**src/rtl/booth4_pp_stage.sv**
```systemverilog
// Registered radix-4 Booth encoder and partial-product generator with a
// valid/ready handshake, registered in_ready and a one-entry skid register.
module booth4_pp_stage #(
  parameter int PP_W = 18,
  parameter int PP_N = 8
) (
  input  logic                   sys_clk,
  input  logic                   sys_rst_n,
  input  logic                   in_valid,
  output logic                   in_ready,
  input  logic [15:0]            x_i,
  input  logic [16:0]            inv_x_i,
  input  logic [15:0]            y_i,
  output logic                   out_valid,
  input  logic                   out_ready,
  output logic [PP_W*PP_N-1:0]   pp_o
);

  localparam int SET_W = PP_W * PP_N;

  // inv_x_i is already the exact negation, so no +1 correction row is needed.
  function automatic logic [PP_W-1:0] booth_pp(
    input logic [2:0]  trip,
    input logic [15:0] x,
    input logic [16:0] nx
  );
    logic [PP_W-1:0] r;
    case (trip)
      3'b001, 3'b010: r = {{(PP_W-16){x[15]}}, x};
      3'b011:         r = {{(PP_W-17){x[15]}}, x, 1'b0};
      3'b100:         r = {{(PP_W-18){nx[16]}}, nx, 1'b0};
      3'b101, 3'b110: r = {{(PP_W-17){nx[16]}}, nx};
      default:        r = {PP_W{1'b0}};
    endcase
    return r;
  endfunction

  logic [16:0]      y_ext_s;
  logic [SET_W-1:0] new_pp_s;
  logic             in_fire_s;
  logic             out_fire_s;
  logic             main_valid_n_s;
  logic             main_load_s;
  logic             main_from_skid_s;
  logic             skid_valid_n_s;
  logic             skid_load_s;

  logic             main_valid_r;
  logic [SET_W-1:0] main_pp_r;
  logic             skid_valid_r;
  logic [SET_W-1:0] skid_pp_r;
  logic             in_ready_r;

  assign in_fire_s  = in_valid & in_ready_r;
  assign out_fire_s = main_valid_r & out_ready;

  // Booth-encode each overlapping multiplier triplet into one partial product.
  always_comb begin
    y_ext_s  = {y_i, 1'b0};
    new_pp_s = {SET_W{1'b0}};
    for (int k = 0; k < PP_N; k++) begin
      new_pp_s[PP_W*k +: PP_W] = booth_pp(y_ext_s[2*k +: 3], x_i, inv_x_i);
    end
  end

  // Steer accepted data into main or skid, and refill main from skid on a drain.
  always_comb begin
    main_valid_n_s   = main_valid_r;
    main_load_s      = 1'b0;
    main_from_skid_s = 1'b0;
    skid_valid_n_s   = skid_valid_r;
    skid_load_s      = 1'b0;
    if (out_fire_s) begin
      if (skid_valid_r) begin
        main_from_skid_s = 1'b1;
        skid_valid_n_s   = 1'b0;
      end else if (in_fire_s) begin
        main_load_s = 1'b1;
      end else begin
        main_valid_n_s = 1'b0;
      end
    end else if (in_fire_s) begin
      if (main_valid_r) begin
        skid_load_s    = 1'b1;
        skid_valid_n_s = 1'b1;
      end else begin
        main_load_s    = 1'b1;
        main_valid_n_s = 1'b1;
      end
    end else begin
      main_valid_n_s = main_valid_r;
      skid_valid_n_s = skid_valid_r;
    end
  end

  // Main output register.
  always_ff @(posedge sys_clk or negedge sys_rst_n) begin
    if (!sys_rst_n) begin
      main_valid_r <= 1'b0;
      main_pp_r    <= {SET_W{1'b0}};
    end else begin
      main_valid_r <= main_valid_n_s;
      if (main_from_skid_s) begin
        main_pp_r <= skid_pp_r;
      end else if (main_load_s) begin
        main_pp_r <= new_pp_s;
      end
    end
  end

  // Skid register; in_ready is simply "skid will be empty next cycle".
  always_ff @(posedge sys_clk or negedge sys_rst_n) begin
    if (!sys_rst_n) begin
      skid_valid_r <= 1'b0;
      skid_pp_r    <= {SET_W{1'b0}};
      in_ready_r   <= 1'b1;
    end else begin
      skid_valid_r <= skid_valid_n_s;
      in_ready_r   <= ~skid_valid_n_s;
      if (skid_load_s) begin
        skid_pp_r <= new_pp_s;
      end
    end
  end

  assign out_valid = main_valid_r;
  assign pp_o      = main_pp_r;
  assign in_ready  = in_ready_r;

endmodule

```
**config.mk**
```make
export PLATFORM = sky130hd
export DESIGN_NAME = booth4_pp_stage
export DESIGN_NICKNAME = d
export VERILOG_FILES = /design/src/rtl/booth4_pp_stage.sv
export SDC_FILE = /design/constraint.sdc
export NUM_CORES = 1
export LEC_CHECK = 0
export CORE_ASPECT_RATIO = 1.4
export CORE_UTILIZATION = 55
export CTS_CLUSTER_SIZE = 12
export DETAILED_ROUTE_END_ITERATION = 16
export PLACE_DENSITY = 0.86
export SLEW_MARGIN = 20
export SYNTH_ARGS = -nofsm -noshare
export SYNTH_HDL_FRONTEND = slang
export SYNTH_SLANG_ARGS = --single-unit
```
**constraint.sdc**
```tcl
create_clock -name sys_clk -period 1.9 [get_ports sys_clk]
set_input_delay 0.38 -clock sys_clk [delete_from_list [all_inputs] [get_ports sys_clk]]
set_output_delay 0.38 -clock sys_clk [all_outputs]
set_load 0.02 [all_outputs]
```
==> results.txt <==
Status -> complete, no violations
Yosys cell types -> 55
Core Region -> 28,400 sq um
Met2 wire length -> 26,000 microns
CP max-delay cell -> clkdlybuf4s50_1
Most common cell after layout, fill and taps aside -> dfrtp_1
Wire per inst -> 23.7 microns
IO Count -> 199
Number of global-route vias before repair -> 15.2k
CP Cell Sequence -> clkdlybuf4s50_1
Root Buffer -> clkbuf_16
Syn_nets -> 1,758
Initial antenna violation count -> 2
Die Y -> 203 microns
Nets@finish -> 2,001
Initial core utilization -> 56.1%
CTS buffer count -> 29
Clk_lat worst skew -> 560 ps
Max Slew Vio Count -> 0
WHS -> 312 ps
WP data required -> 1520 ps
Clock Pin Slew Worst Setup and Hold Paths -> 60 ps
Leakage -> 9.57 nW
Netlist Area Pre-Place -> 15,900 sq um
Max Freq -> 533 MHz
CP Max Fanout -> 2
Power Density -> 1350 nW/um^2
CTS H-Tree Depth -> 1
Ys async rst share -> 100%
Synth warnings -> 0
Max layer used -> met5
Max-cap violations -> 0
Max_slew headroom -> 54.3%
RSZ-0062 raised after global routing -> no
# port buffers -> 198
Final hold violations -> 0
Worst Tran Pin Value -> 685 ps
CP endpoint kind -> output pin
DR vias/cell -> 6.73
CP Class -> register to output pin
Post-synth top flop -> dfrtp_1
Layout cells sized above 1 -> 15.6%
# DRC -> 0
Final min period -> 1880 ps
Clk sink count -> 291
First-pass GRT wire length -> 85,200 microns
Detailed-placement wirelength estimate -> 38,000 microns
CTS tree -> yes
Rows -> 73
Worst Skew -> 10.4 ps
Data arrival, critical path -> 1500 ps
Post-Route WL -> 55,300 microns
Post-synthesis register bit count -> 291
EDFF count, synth -> 0
Placed cell areas -> 19,500 sq um
Die Area -> 29,700 sq um
Area Growth Syn to Fin -> 27.3%
Register area share after synthesis -> 45.7%
Largest delay share family, worst path -> buffers and inverters
Setup Buffers After CTS -> 0
Crit start category -> register
Vias post-DR -> 15.7k
Initial drt markers -> 2,204
Total Routing Usage GR -> 37.1%
Gpl congestion -> 0.985
GRT overflow -> 0
CP peak stage delay -> 600 ps
Post-route antenna net violation count -> 0
Die X -> 146 microns
Fin area -> 20,300 sq um
CP Buf/Inv Count -> 1
Largest net degree at the start of global routing -> 73
Drt first pass iters -> 7
Syn_area_per_cell -> 9.35 sq um
Setup violators final -> 0
Worst vdd ir -> 1010 uV
Gate Count Post-Synth -> 1,705
M1 wire length -> 19,900 microns
Worst Hold Class -> input port to async pin
Period utilization -> 98.8%
Max clock buf depth -> 3
Most frequent cells in the layout -> dfrtp_1 (290), a22oi_1 (217), nand2_1 (209)
Metal3 WL -> 5540 microns
-- sequential cells by signal, summed over array words and instances (netlist names) --
signal        cells
skid_valid_r      1
skid_pp_r       144
in_ready          1
out_valid         1
pp_o            144
-- logic make-up after synthesis --
kind of cell           count (synthesis)  synth area share (%)
AO/OA/AOI/OAI                        838                  34.0
flip-flops                           291                  45.7
AND/OR/NAND/NOR                      263                  7.10
buffers and inverters                239                  8.16
multiplexers                          68                  4.51
XOR/XNOR                               6                 0.589
-- report_power, final --
group / internal [mW] / total (mW) / leakage [nW] / switching [mW]
Combinational: 4.57 / 11.1 / 5.45 / 6.56
Clock: 3.15 / 5.47 / 0.409 / 2.32
Sequential: 9.01 / 10.9 / 3.71 / 1.88
Total: 16.7 / 27.5 / 9.57 / 10.8
-- layout make-up --
class / instances / area (sq um)
Antenna cell: 2 / 5.00
Clock buffer: 32 / 747
Clock inverter: 4 / 97.6
Fill cell: 2065 / 8110
Inverter: 17 / 63.8
Multi-Input combinational cell: 1175 / 7380
Sequential cell: 291 / 7280
Tap cell: 375 / 469
Timing Repair Buffer: 434 / 4250
-- metal layers --
metal | track usage [%] | vias to the layer above
li1 | - | 6828
met1 | 46.4 | 7564
met2 | 59.9 | 1014
met3 | 5.91 | 275
met4 | 23.9 | 2
met5 | 0 | -
-- through the flow --
step,TNS (ps),power (mW),cells,utilization [%],setup slack (ps)
after floorplan,0,17.1,1705,-,283
after global placement,-27530,22.1,2291,68.8,-345
after detailed placement,-38260,22.7,2291,68.8,-324
after CTS,0,27.4,2328,71.2,0.105
after global routing,0,28.8,2329,71.4,3.28
final,0,27.5,2330,71.4,22.4
-- final timing paths --
kind | startpoint | slack, ps | to | depth (start not counted)
setup / recovery | pp_o[111] | 20 | pp_o[111] | 1
hold / removal | sys_rst_n | 310 | pp_o[82] | 2
setup reg to reg | in_ready | 150 | pp_o[76] | 5
hold reg to reg | skid_pp_r[87] | 480 | skid_pp_r[87] | 2
max in group asynchronous | sys_rst_n | 860 | in_ready | 3
min in group sys_clk | y_i[7] | 410 | skid_pp_r[82] | 4
-- cells in the mapped netlist (15+ instances only) --
| cell type | count | share of area (%) |
|---|---|---|
| dfrtp_1 | 290 | 46 |
| o21ai_1 | 199 | 6.2 |
| clkbuf_1 | 83 | 2.0 |
| mux2i_1 | 56 | 3.5 |
| buf_4 | 18 | 0.85 |
| a221oi_1 | 70 | 3.8 |
| a211oi_1 | 25 | 1.2 |
| inv_1 | 15 | 0.35 |
| a21o_1 | 62 | 2.9 |
| a21oi_1 | 41 | 1.3 |
| a31oi_1 | 35 | 1.4 |
| nand2_1 | 209 | 4.9 |
| o21ai_0 | 135 | 4.2 |
| buf_2 | 80 | 2.5 |
| o211ai_1 | 25 | 1.2 |
| a22oi_1 | 217 | 10 |
| buf_6 | 31 | 2.2 |
-- what timing repair did --
item	CTS	global route
pin swaps	0	0
resized for setup	122	22
endpoints found under the setup margin	122	22
hold buffers	1	0
cloned	0	0
endpoints found under the hold margin	34	0
(Power assumes the default switching activity.)
